==> config.mk <==
export PLATFORM = sky130hd
export DESIGN_NAME = hardware_heap_arbiter_flat
export DESIGN_NICKNAME = d
export VERILOG_FILES = /design/src/rtl/hardware_heap_arbiter_if.sv /design/src/rtl/hardware_heap_arbiter.sv /design/src/flat_wrapper.sv
export SDC_FILE = /design/constraint.sdc
export NUM_CORES = 1
export LEC_CHECK = 0
export CAP_MARGIN = 20
export CORE_AREA = 5 5 184 186
export CTS_BUF_LIST = sky130_fd_sc_hd__clkbuf_4 sky130_fd_sc_hd__clkbuf_8 sky130_fd_sc_hd__clkbuf_16
export DETAILED_ROUTE_END_ITERATION = 8
export DIE_AREA = 0 0 189 191
export PLACE_DENSITY = 0.5
export SYNTH_ARGS = -nofsm -noshare
export SYNTH_HDL_FRONTEND = slang
export SYNTH_SLANG_ARGS = --single-unit
==> constraint.sdc <==
create_clock -name system1000 -period 4.1 [get_ports system1000]
set_input_delay 0.615 -clock system1000 [delete_from_list [all_inputs] [get_ports system1000]]
set_output_delay 0.615 -clock system1000 [all_outputs]
set_load 0.02 [all_outputs]
==> src/rtl/hardware_heap_arbiter_if.sv <==
// rtl/hardware_heap_arbiter_if.sv - requester, response and RAM port bundle for the heap arbiter
interface hardware_heap_arbiter_if;
    logic        req0_valid;
    logic        req0_we;
    logic [29:0] req0_addr;
    logic [63:0] req0_wdata;
    logic        req0_ready;
    logic        req1_valid;
    logic        req1_we;
    logic [29:0] req1_addr;
    logic [63:0] req1_wdata;
    logic        req1_ready;
    logic        rsp0_valid;
    logic [63:0] rsp0_data;
    logic        rsp1_valid;
    logic [63:0] rsp1_data;
    logic        ram_we;
    logic [29:0] ram_addr;
    logic [63:0] ram_wdata;
    logic [63:0] ram_rdata;

    modport master (
        output req0_valid, req0_we, req0_addr, req0_wdata,
        output req1_valid, req1_we, req1_addr, req1_wdata,
        input  req0_ready, req1_ready,
        input  rsp0_valid, rsp0_data, rsp1_valid, rsp1_data,
        input  ram_we, ram_addr, ram_wdata,
        output ram_rdata
    );

    modport slave (
        input  req0_valid, req0_we, req0_addr, req0_wdata,
        input  req1_valid, req1_we, req1_addr, req1_wdata,
        output req0_ready, req1_ready,
        output rsp0_valid, rsp0_data, rsp1_valid, rsp1_data,
        output ram_we, ram_addr, ram_wdata,
        input  ram_rdata
    );
endinterface

==> src/rtl/hardware_heap_arbiter.sv <==
// rtl/hardware_heap_arbiter.sv - two-port round-robin heap RAM arbiter; HEAP_ARB_BOUNDS_CHECK_EN adds bounds checking and err
module hardware_heap_arbiter #(
    parameter int DEPTH = 1280
) (
    input  logic system1000,
    input  logic system1000_rst,
`ifdef HEAP_ARB_BOUNDS_CHECK_EN
    output logic err,
`endif
    hardware_heap_arbiter_if.slave bus
);

`ifdef HEAP_ARB_BOUNDS_CHECK_EN
    localparam bit BOUNDS_EN = 1'b1;
`else
    localparam bit BOUNDS_EN = 1'b0;
`endif
    localparam logic [29:0] DEPTH_W = 30'(DEPTH);

    logic        prio;
    logic        grant0;
    logic        grant1;
    logic        accept;
    logic        grant_idx;
    logic        sel_we;
    logic [29:0] sel_addr;
    logic [63:0] sel_wdata;
    logic        oob;

    logic        ram_we_q;
    logic [29:0] ram_addr_q;
    logic [63:0] ram_wdata_q;

    // Read tracking: stage 1 = command on RAM port, stage 2 = ram_rdata valid
    logic        s1_valid;
    logic        s1_owner;
    logic        s1_oob;
    logic        s2_valid;
    logic        s2_owner;
    logic        s2_oob;

    always_comb begin
        grant0 = bus.req0_valid && (!bus.req1_valid || !prio);
        grant1 = bus.req1_valid && (!bus.req0_valid || prio);
    end

    assign accept     = grant0 | grant1;
    assign grant_idx  = grant1;
    assign sel_we     = grant1 ? bus.req1_we    : bus.req0_we;
    assign sel_addr   = grant1 ? bus.req1_addr  : bus.req0_addr;
    assign sel_wdata  = grant1 ? bus.req1_wdata : bus.req0_wdata;
    assign oob        = BOUNDS_EN && (sel_addr >= DEPTH_W);

    assign bus.req0_ready = grant0;
    assign bus.req1_ready = grant1;

    always_ff @(posedge system1000 or posedge system1000_rst) begin
        if (system1000_rst) begin
            prio        <= 1'b0;
            ram_we_q    <= 1'b0;
            ram_addr_q  <= '0;
            ram_wdata_q <= '0;
            s1_valid    <= 1'b0;
            s1_owner    <= 1'b0;
            s1_oob      <= 1'b0;
            s2_valid    <= 1'b0;
            s2_owner    <= 1'b0;
            s2_oob      <= 1'b0;
        end else begin
            if (accept) begin
                prio        <= ~grant_idx;
                ram_we_q    <= sel_we && !oob;
                ram_addr_q  <= sel_addr;
                ram_wdata_q <= sel_wdata;
            end else begin
                ram_we_q    <= 1'b0;
            end
            s1_valid <= accept && !sel_we;
            s1_owner <= grant_idx;
            s1_oob   <= oob;
            s2_valid <= s1_valid;
            s2_owner <= s1_owner;
            s2_oob   <= s1_oob;
        end
    end

`ifdef HEAP_ARB_BOUNDS_CHECK_EN
    always_ff @(posedge system1000 or posedge system1000_rst) begin
        if (system1000_rst) begin
            err <= 1'b0;
        end else if (accept && oob) begin
            err <= 1'b1;
        end
    end
`endif

    assign bus.ram_we     = ram_we_q;
    assign bus.ram_addr   = ram_addr_q;
    assign bus.ram_wdata  = ram_wdata_q;

    // Rejected out-of-range reads return zero instead of whatever the RAM produced
    assign bus.rsp0_valid = s2_valid && !s2_owner;
    assign bus.rsp1_valid = s2_valid && s2_owner;
    assign bus.rsp0_data  = s2_oob ? 64'd0 : bus.ram_rdata;
    assign bus.rsp1_data  = s2_oob ? 64'd0 : bus.ram_rdata;

endmodule

==> src/flat_wrapper.sv <==
// flat-port wrapper written by rule: the top's interface ports become plain ports
module hardware_heap_arbiter_flat 
#(
    parameter int DEPTH = 1280
)
  (system1000, system1000_rst, bus_req0_valid, bus_req0_we, bus_req0_addr, bus_req0_wdata, bus_req1_valid, bus_req1_we, bus_req1_addr, bus_req1_wdata, bus_req0_ready, bus_req1_ready, bus_rsp0_valid, bus_rsp0_data, bus_rsp1_valid, bus_rsp1_data, bus_ram_we, bus_ram_addr, bus_ram_wdata, bus_ram_rdata);
  hardware_heap_arbiter_if bus_i ();
  input  logic system1000;
  input  logic system1000_rst;
  input wire logic [$bits(bus_i.req0_valid)-1:0] bus_req0_valid;
  input wire logic [$bits(bus_i.req0_we)-1:0] bus_req0_we;
  input wire logic [$bits(bus_i.req0_addr)-1:0] bus_req0_addr;
  input wire logic [$bits(bus_i.req0_wdata)-1:0] bus_req0_wdata;
  input wire logic [$bits(bus_i.req1_valid)-1:0] bus_req1_valid;
  input wire logic [$bits(bus_i.req1_we)-1:0] bus_req1_we;
  input wire logic [$bits(bus_i.req1_addr)-1:0] bus_req1_addr;
  input wire logic [$bits(bus_i.req1_wdata)-1:0] bus_req1_wdata;
  output wire logic [$bits(bus_i.req0_ready)-1:0] bus_req0_ready;
  output wire logic [$bits(bus_i.req1_ready)-1:0] bus_req1_ready;
  output wire logic [$bits(bus_i.rsp0_valid)-1:0] bus_rsp0_valid;
  output wire logic [$bits(bus_i.rsp0_data)-1:0] bus_rsp0_data;
  output wire logic [$bits(bus_i.rsp1_valid)-1:0] bus_rsp1_valid;
  output wire logic [$bits(bus_i.rsp1_data)-1:0] bus_rsp1_data;
  output wire logic [$bits(bus_i.ram_we)-1:0] bus_ram_we;
  output wire logic [$bits(bus_i.ram_addr)-1:0] bus_ram_addr;
  output wire logic [$bits(bus_i.ram_wdata)-1:0] bus_ram_wdata;
  input wire logic [$bits(bus_i.ram_rdata)-1:0] bus_ram_rdata;
  assign bus_i.req0_valid = bus_req0_valid;
  assign bus_i.req0_we = bus_req0_we;
  assign bus_i.req0_addr = bus_req0_addr;
  assign bus_i.req0_wdata = bus_req0_wdata;
  assign bus_i.req1_valid = bus_req1_valid;
  assign bus_i.req1_we = bus_req1_we;
  assign bus_i.req1_addr = bus_req1_addr;
  assign bus_i.req1_wdata = bus_req1_wdata;
  assign bus_req0_ready = bus_i.req0_ready;
  assign bus_req1_ready = bus_i.req1_ready;
  assign bus_rsp0_valid = bus_i.rsp0_valid;
  assign bus_rsp0_data = bus_i.rsp0_data;
  assign bus_rsp1_valid = bus_i.rsp1_valid;
  assign bus_rsp1_data = bus_i.rsp1_data;
  assign bus_ram_we = bus_i.ram_we;
  assign bus_ram_addr = bus_i.ram_addr;
  assign bus_ram_wdata = bus_i.ram_wdata;
  assign bus_i.ram_rdata = bus_ram_rdata;
  hardware_heap_arbiter #(.DEPTH(DEPTH)) u_core (.system1000(system1000), .system1000_rst(system1000_rst), .bus(bus_i));
endmodule
==> results of run 1 <==
-- worst min-delay path by stage --
stage,start,end,slack [ns],depth (start not counted)
floorplan,u_core.s1_owner,u_core.s2_owner,0.33,0
global placement,u_core.s1_owner,u_core.s2_owner,0.33,0
detailed placement,u_core.s1_owner,u_core.s2_owner,0.34,0
CTS,u_core.s1_owner,u_core.s2_owner,0.36,0
global route,u_core.s1_owner,u_core.s2_owner,0.36,0
finish,u_core.s1_owner,u_core.s2_owner,0.35,0
-- layer usage --
metal	routed length, um	vias up	part of all wire (%)
met5	0	-	0
met4	629	0	3.2
met2	9310	268	47
met3	2290	51	12
met1	7400	2056	38
li1	-	2014	-
-- sequential cells by signal, summed over array words and instances, names as in the netlist --
name / cells
u_core.bus.ram_wdata: 64
u_core.s1_valid: 1
u_core.s1_owner: 1
u_core.s2_valid: 1
u_core.s2_owner: 1
u_core.bus.ram_we: 1
u_core.prio: 1
u_core.bus.ram_addr: 30
-- cells by family (layout without fill, tap and decap cells) --
family	Yosys count	in the layout	share of synthesized area [%]
buffers and inverters	258	411	28.1
AOI/OAI and AO/OA	192	192	26.4
DFF	100	100	45.1
and+or+nand+nor	5	5	0.518
-- per-stage QoR --
step	power, uW	util (%)	worst slack [ns]
6_report	2990	25.5	1.02
4_1_cts	3070	25.5	0.957
2_1_floorplan	1790	-	0.866
3_5_place_dp	2130	24.5	0.941
5_1_grt	3170	25.5	0.898
3_3_place_gp	2130	24.5	0.947
-- placed cells by master, fill, tap and decap left out --
cell,count
inv_1,95
a21oi_1,94
buf_12,3
o21ai_0,1
inv_4,1
inv_6,1
clkinvlp_4,1
clkdlybuf4s50_1,292
clkinv_2,1
buf_4,2
a21bo_4,1
nand2b_1,1
inv_8,2
dfrtp_1,100
nand2_1,1
clkbuf_8,1
and2_1,1
clkinv_4,2
o22ai_2,60
or2_4,1
clkbuf_16,9
a22o_1,1
nor2b_1,1
o22ai_1,35
inv_2,1
-- power by group --
part,switching [uW],internal (uW),total [uW]
combinational,424,483,907
clock,455,443,898
sequential,82.4,1110,1190
total,961,2030,2990
-- final cells by class --
cell class / instances / area (um^2)
fillers: 3457 / 23900
repair buffers: 297 / 3000
inverters: 98 / 372
multi-input cells: 197 / 1500
clock buffers: 10 / 239
clock inverters: 6 / 56.3
well taps: 408 / 510
flip-flops and latches: 100 / 2500
-- critical path, cell delays in order --
cell	delay, ns
clkdlybuf4s50_1	0.50
nand2b_1	0.08
nand2_1	0.11
clkinv_2	0.44
clkdlybuf4s50_1	0.71
==> summary.md, run 1 <==
| Metric | Value |
|---|---|
| Antenna-violating nets left | 0 |
| R2r setup slk | 1.97 ns |
| TritonRoute pass-1 iters | 4 |
| Port Buffers | 292 |
| Wire length per cell | 17.6 um |
| Final Max Slew Viols | 0 |
| CTS tree | done |
| Hold Slack | 0.353 ns |
| Grt met1 use | 11.3% |
| Final HPWL DP | between 10 and 15 mm |
| Root Buffer | clkbuf_16 |
| Post-Place Cell Area | 0.00788 mm^2 |
| EDFF count, synth | 0 |
| Non-filler cells, final | approximately 1100 |
| Crit. End Element | primary output |
| Worst Clk Skew | 0.0126 ns |
| Max cap viols | 0 |
| Antenna violations before repair | 0 |
| Vias in the first global route | 4739 |
| Largest net degree at the start of global routing | 96 |
| Period minus WS final | roughly 3.1 ns |
| Peak VDD IR | 0.181 mV |
| Inserted Diodes | 0 |
| Ys flop type | dfrtp_1 |
| Outcome | complete, no violations |
| Ys Warns | 0 |
| Mapped cell area | 0.00555 mm^2 |
| Nets | 961 |
| Hold Crit Class | reg2reg |
| Worst slew pin tran | 0.791 ns |
| DRC Markers | 0 |
| Sequential area share after synthesis | 45.1% |
| Grt ovf | 0 |
| Max Fclk | 0.325 GHz |
| Top cell type's share of synthesized area | between 40% and 50% |
| Count leader, synth | buf_4 |
| Clk pin slew, worst setup/hold paths | 0.08 ns |
| Cell type with the largest total area after synthesis | dfrtp_1 |
| Worst-path fanout max | 30 |
| Critical Path RT | 3.48 ns |
| Longest Clk Path Bufs | 2 |
| Final WL | 19.6 mm |
| List of most frequent post-synthesis cells | buf_4, dfrtp_1, inv_1 |
| R2R cell count | 5 |
| FFs w/ async S/R, synth | 100% |
| RSZ-0062 raised after global routing | no |
| Final instance area | 0.00818 mm^2 |
| Core footprint | between 0.03 and 0.04 mm^2 |
| First-pass GRT wire length | between 20 and 30 mm |
| Leak | 0.00336 uW |
| Normalized max-slew margin | 47.3% |
| Chip Height | 191 um |
| Tcrit/Tclk final | around 75% |
| Worst Setup SP | bus_req0_valid |
| Final hold violations | 0 |
| Layout area overhead | 47.3% |
| Fraction of layout cells with a size suffix above 1 | 12.1% |
| Setup Buffers After CTS | 0 |
| DR iter-0 viols | 116 |
| Worst Setup Path Type | in2out |
| Reg-to-Reg Start | u_core.prio |
| Met2 Resource Use GR | 17.7% |
| Die W | 189 um |
| Number of synthesized register bits | 100 |
| Initial Utilization | about 17% |
| Worst setup path end | bus_req1_ready |
| Hold_buf cts | 0 |
| Final-report setup violation count | 0 |
| TNS Setup | 0 ns |
| Drt via density | 3.93 |
| CTS sink cnt | 100 |
| Clock latency on the worst-skew pair | 0.37 ns |
| Ports | 485 |
| H-tree depth | 3 |
| CTS Buf Count | 9 |
| Total die area | 0.0361 mm^2 |
| Critical Path AT | 2.47 ns |
| GP Congestion | 0.713 |
| GR Util All Layers | between 10% and 20% |
| Syn Nets | 813 |
| Vias | 4389 |
| Unique masters post-synth | 18 |
| Endpoint of the worst-slack reg-to-reg timing path | u_core.bus.ram_addr[20] |
| Grt peak-use layer | met2 |
| GRT met3 Usage | 5.97% |
| CTS-repair resized insts | 0 |
| Syn_area_per_cell | roughly 10 um^2 |
| # rows | 66 |
| Placed insts | 1100 |
| Synth top area cells | dfrtp_1, buf_4, o22ai_2, a21oi_1, inv_1 |
| Power Density | 366 mW/mm^2 |
| CP startpoint kind | primary input |
| Post-Synthesis Cells | 555 |
Note: power is estimated with default switching activity, not from simulation.
==> inputs of run 2 (changes only) <==
clock period = 2.9 ns   (was 4.1 ns; I/O delays follow)
==> run 2 against run 1 <==
Final cell count about the same. Combinational power up 42%. Critical path depth down 1. Highest routed layer unchanged. Total power is 48% higher. Setup slack lost 0.44 ns.
==> summary.md, run 2 (synthesized netlist as in run 1, its figures left out) <==
| Metric | Value |
|---|---|
| Worst-path fanout max | 4 (-87%) |
| CP startpoint kind | primary input |
| Endpoint of the worst-slack reg-to-reg timing path | u_core.bus.ram_wdata[14] |
| Core footprint | 0.0321 mm^2 (unchanged) |
| Inserted Diodes | 0 (unchanged) |
| Largest net degree at the start of global routing | 97 (+1.0%) |
| Most common cell after layout, fill and taps aside | clkdlybuf4s50_1 |
| Initial Utilization | 17.3% (unchanged) |
| Peak VDD IR | 0.361 mV (+100%) |
| DR iter-0 viols | 87 (-25%) |
| GP Congestion | 0.723 (+1.4%) |
| CTS sink cnt | 100 (unchanged) |
| Die W | 189 um (unchanged) |
| Pwr Total | 4440 uW (+48%) |
| Port Buffers | 292 (unchanged) |
| Final WL | 19.8 mm (+0.80%) |
| CTS-repair resized insts | 0 (unchanged) |
| Vias | 4289 (-2.3%) |
| Ports | 485 (unchanged) |
| Non-filler cells, final | 1117 (+0.090%) |
| Final Max Slew Viols | 0 (unchanged) |
| Hold_buf cts | 0 (unchanged) |
| Reg-to-Reg Start | u_core.prio |
| Hold Path Stages | 0 (unchanged) |
| Leak | 0.00340 uW (+1.2%) |
| Final hold violations | 0 (unchanged) |
| CTS Buf Count | 9 (unchanged) |
| Grt ovf | 0 (unchanged) |
| Wire length per cell | 17.7 um (+0.70%) |
| Period minus WS final | about 2.3 ns |
| Final HPWL DP | 14.3 mm (+0.75%) |
| H-tree depth | 3 (unchanged) |
| DRC Markers | 0 (unchanged) |
| RSZ-0062 raised after global routing | no |
| Total die area | 0.0361 mm^2 (unchanged) |
| Most frequent cells in the layout | clkdlybuf4s50_1, dfrtp_1, inv_1, a21oi_1, o22ai_2 |
| Normalized max-slew margin | 53.9% (+6.6 points) |
| Dpl ws | 0.547 ns (-0.394 ns) |
| Clk pin slew, worst setup/hold paths | 0.08 ns (about the same) |
| Antenna-violating nets left | 0 (unchanged) |
| Chip Height | 191 um (unchanged) |
| R2r setup slk | 1.42 ns (-0.55 ns) |
| Power Density | 537 mW/mm^2 (+47%) |
| Clock latency on the worst-skew pair | 0.36 ns (about the same) |
| Vias in the first global route | 4774 (+0.74%) |
| Fraction of layout cells with a size suffix above 1 | 12.3% (+0.12 points) |
| Placed insts | 1101 (+0.091%) |
| TritonRoute pass-1 iters | 4 (unchanged) |
| Max Fclk | 0.431 GHz |
| Tcrit/Tclk final | 79.9% |
| Layout area overhead | 49.0% |
| Worst Setup SP | bus_req1_valid |
| Worst Setup Path Type | in2out |
| Crit. End Element | primary output |
| Antenna violations before repair | 0 (unchanged) |
| GR Util All Layers | 10.6% (-0.055 points) |
| Final WS setup | 0.582 ns (-0.437 ns) |
| Largest register FFs | 64 (unchanged) |
| Worst slew pin tran | 0.690 ns (-0.100 ns) |
| Max cap viols | 0 (unchanged) |
| TNS Setup | 0 ns (unchanged) |
| CTS tree | done |
| Setup Buffers After CTS | 0 (unchanged) |
| R2R cell count | 5 (unchanged) |
| Drt via density | 3.84 (-2.4%) |
| Final-report setup violation count | 0 (unchanged) |
| Nets | 962 (+0.10%) |
| First-pass GRT wire length | 29.2 mm (about the same) |
| Outcome | complete, no violations |
| Root Buffer | clkbuf_16 |
| Critical Path RT | 2.47 ns (-1.01 ns) |
| Longest Clk Path Bufs | 2 (unchanged) |
| Hold Crit Class | reg2reg |
| Worst Clk Skew | 0.0136 ns (+0.000978 ns) |
| # rows | 66 (unchanged) |
| Worst setup path end | bus_req1_ready |
| Critical Path AT | 1.88 ns (-0.59 ns) |
-- run 2: worst min-delay path by stage --
stage                                from               to  slack (ns)
after CTS                 u_core.s1_owner  u_core.s2_owner        0.36
after detailed placement  u_core.s1_owner  u_core.s2_owner        0.34
after global routing      u_core.s1_owner  u_core.s2_owner        0.36
after floorplan           u_core.s1_owner  u_core.s2_owner        0.33
final                     u_core.s1_owner  u_core.s2_owner        0.36
after global placement    u_core.s1_owner  u_core.s2_owner        0.33
-- run 2: worst max-delay path, stage by stage --
cell	delay [ns]
clkdlybuf4s50_1	0.53
nand2_1	0.14
clkinv_2	0.09
clkdlybuf4s50_1	0.68
-- run 2: area by class of cell --
| class | instances | area [um^2] |
|---|---|---|
| Fill cell | 3433 | 23800 |
| Timing Repair Buffer | 298 | 3040 |
| Sequential cell | 100 | 2500 |
| Multi-Input combinational cell | 197 | 1500 |
| Tap cell | 408 | 510 |
| Inverter | 98 | 373 |
| Clock buffer | 10 | 233 |
| Clock inverter | 6 | 113 |
-- run 2: stage by stage --
stage | area [um^2] | utilization [%] | hold WS (ns)
floorplan | 5560 | - | 0.331
global placement | 7930 | 24.7 | 0.334
detailed placement | 7930 | 24.7 | 0.339
CTS | 8280 | 25.8 | 0.358
global route | 8280 | 25.8 | 0.359
finish | 8280 | 25.8 | 0.357
-- run 2: metal layers --
layer  GRT usage [%]  wire (um)
met1            11.6       7640
met2            17.5       9310
met3            5.28       2210
met4            4.23        617
met5               0          0
-- run 2: power by group --
group / switching [uW] / internal (uW)
combinational: 604 / 691
sequential: 114 / 1560
clock: 610 / 858
==> inputs of run 3 (changes only) <==
CORE_AREA = 5 5 187 189   (was 5 5 184 186)
DIE_AREA = 0 0 192 194   (was 0 0 189 191)
clock period = 2 ns   (was 2.9 ns; I/O delays follow)
==> run 3 against run 2 <==
Clock skew fell by 0.0048 ns. Clock-buffer cell count increased by 1. Non-clock buffer count up 7. Cell area grew 1.5%. Combinational power increased by 47%. Routed wire length fell by 5.1%. Worst hold slack worse by 0.10 ns. Core utilization fell by 0.39 points. Sequential power up 45%. Critical path depth shrank 2. Via count up 1.9%. Die area increased by 3.2%. Largest power group unchanged. Highest routed layer is now met5.
==> summary.md, run 3 (synthesized netlist as in run 1, its figures left out) <==
| Metric | Value |
|---|---|
| Nets | 969 (+0.73%) |
| Layout area overhead | 51.3% |
| Hold Crit Class | in2async |
| Final HPWL DP | 13.8 mm (-3.6%) |
| CTS sink cnt | 100 (unchanged) |
| Total die area | 0.0372 mm^2 (+3.2%) |
| Clk pin slew, worst setup/hold paths | 0.08 ns (about the same) |
| Antenna-violating nets left | 0 (unchanged) |
| Fraction of layout cells with a size suffix above 1 | 13.3% (+1.0 points) |
| Tcrit/Tclk final | 91.1% |
| R2R cell count | 5 (unchanged) |
| Wire length per cell | 16.1 um (-9.0%) |
| DRC Markers | 0 (unchanged) |
| Leak | 0.00346 uW (+1.7%) |
| Sequential power share | 38.2% (+0.4 points) |
| Hold_buf cts | 0 (unchanged) |
| H-tree depth | 3 (unchanged) |
| Vias in the first global route | 4885 (+2.3%) |
| GRT met3 Usage | 5.13% (-0.15 points) |
| Chip Height | 194 um (+1.6%) |
| TNS Setup | 0 ns (unchanged) |
| Setup Buffers After CTS | 0 (unchanged) |
| GR Util All Layers | 9.74% (-0.83 points) |
| Final hold violations | 0 (unchanged) |
| Power Density | 757 mW/mm^2 (+41%) |
| Grt met1 use | 10.9% (-0.71 points) |
| Final-report setup violation count | 0 (unchanged) |
| CTS tree | done |
| # rows | 67 (+1.5%) |
| Largest register FFs | 64 (unchanged) |
| Largest net degree at the start of global routing | 54 (-44%) |
| Period minus WS final | approximately 1.8 ns |
| Worst Clk Skew | 0.00884 ns (-0.00477 ns) |
| Drt via density | 3.75 (-2.3%) |
| RSZ-0062 raised after global routing | no |
| Critical Path RT | 1.70 ns (-0.77 ns) |
| Area of the multi-input gates | 0.00150 mm^2 (unchanged) |
| First-pass GRT wire length | 28.4 mm (-3.0%) |
| Outcome | complete, no violations |
| TritonRoute pass-1 iters | 4 (unchanged) |
| Clock latency on the worst-skew pair | 0.35 ns (about the same) |
| Vias | 4371 (+1.9%) |
| Filler instances | 3577 (+4.2%) |
| Crit. End Element | primary output |
| Peak VDD IR | 0.352 mV (-2.4%) |
| Ports | 485 (unchanged) |
| Register area | 0.00250 mm^2 (unchanged) |
| Internal Power | 4450 uW (+43%) |
| NetSw | 1910 uW (+44%) |
| CP startpoint kind | flop |
| Most common cell after layout, fill and taps aside | clkdlybuf4s50_1 |
| Endpoint of the worst-slack reg-to-reg timing path | u_core.bus.ram_wdata[18] |
| Final WL | 18.8 mm (-5.1%) |
| Port Buffers | 292 (unchanged) |
| Die W | 192 um (+1.6%) |
| Most frequent cells in the layout | clkdlybuf4s50_1, dfrtp_1, inv_1, a21oi_1, o22ai_2 |
| Longest Clk Path Bufs | 2 (unchanged) |
| Worst-path fanout max | 2 (-2) |
| Normalized max-slew margin | 75.3% (+21 points) |
| Pwr Total | 6360 uW (+43%) |
| Met2 Resource Use GR | 15.3% (-2.2 points) |
| Clk pwr share | 31.9% (-1.2 points) |
| Critical Path AT | 1.52 ns (-0.36 ns) |
| Worst Setup Path Type | reg2out |
| Initial Utilization | 16.8% (-0.52 points) |
| CTS Buf Count | 9 (unchanged) |
| Core footprint | 0.0331 mm^2 (+3.1%) |
| Post-Place Cell Area | 0.00807 mm^2 (+1.7%) |
| Antenna violations before repair | 2 (+2) |
| Grt ovf | 0 (unchanged) |
| Worst slew pin tran | 0.370 ns (-0.320 ns) |
| Max Fclk | 0.549 GHz |
| GP Congestion | 0.701 (-3.0%) |
| Net Sw Frac | 30.1% (+0.17 points) |
| Max cap viols | 0 (unchanged) |
| Reg-to-Reg Start | u_core.prio |
| Root Buffer | clkbuf_16 |
| Final instance area | 0.00840 mm^2 (+1.5%) |
| Comb pwr share | 29.9% (+0.8 points) |
| DR iter-0 viols | 185 (+110%) |
| Final Max Slew Viols | 0 (unchanged) |
| R2r setup slk | 0.56 ns (-0.86 ns) |
| Grt peak-use layer | met2 |
[run 3: cell count changes in the layout (fill, tap and decap cells not counted), moves of 2 or more]
cell,before,now
buf_12,6,9
buf_4,0,5
clkdlybuf4s50_1,292,289
clkinv_4,2,0
inv_6,0,2
[run 3: power by group through the flow]
stage / logic, uW / registers (uW) / clock network (uW)
floorplan: 923 / 2760 / 0
global placement: 1930 / 2470 / 0
detailed placement: 1940 / 2470 / 0
CTS: 1940 / 2430 / 2140
global route: 2030 / 2470 / 2210
finish: 1900 / 2430 / 2030
[run 3: per-stage QoR]
| step | instances | hold WS (ns) | utilization (%) | setup WS [ns] |
|---|---|---|---|---|
| after floorplan | 555 | 0.331 | - | 0.510 |
| after global placement | 1148 | 0.332 | 24.4 | -0.0108 |
| after detailed placement | 1148 | 0.350 | 24.4 | -0.0231 |
| after CTS | 1164 | 0.235 | 25.4 | 0.00521 |
| after global routing | 1164 | 0.243 | 25.4 | 0.0868 |
| final | 1165 | 0.254 | 25.4 | 0.179 |
[run 3: what timing repair did]
item                                    CTS  global route
endpoints found under the hold margin     0             0
resized for setup                         1             1
endpoints found under the setup margin    1             1
[run 3: critical path: stages (launching register included)]
cell             delay, ns
dfrtp_1               0.34
and2_1                0.15
clkdlybuf4s50_1       0.67
[run 3: per-layer routing]
| metal | share of wire, % | wire (um) |
|---|---|---|
| met5 | 0.069 | 13 |
| met4 | 3.7 | 695 |
| met3 | 13 | 2380 |
| met2 | 45 | 8430 |
| met1 | 39 | 7250 |
[run 3: final cells by class]
type | instances | area share, %
clock buffers | 11 | 2.93
inverters | 98 | 4.44
repair buffers | 305 | 37.3
diodes | 1 | 0.0298
well taps | 448 | 6.67
flip-flops and latches | 100 | 29.8
multi-input cells | 197 | 17.9
clock inverters | 5 | 0.983
[run 3: how the worst max path moves through the flow]
stage                          startpoint                      to  slack (ns)  cells after the start
after floorplan            system1000_rst  u_core.bus.ram_addr[0]        0.51                      1
after global placement     bus_req0_valid          bus_req0_ready       -0.01                      4
after detailed placement   bus_req0_valid          bus_req0_ready       -0.02                      4
after CTS                 u_core.s2_owner          bus_rsp0_valid       0.005                      2
after global routing      u_core.s2_owner          bus_rsp1_valid        0.09                      2
final                     u_core.s2_owner          bus_rsp1_valid        0.18                      2
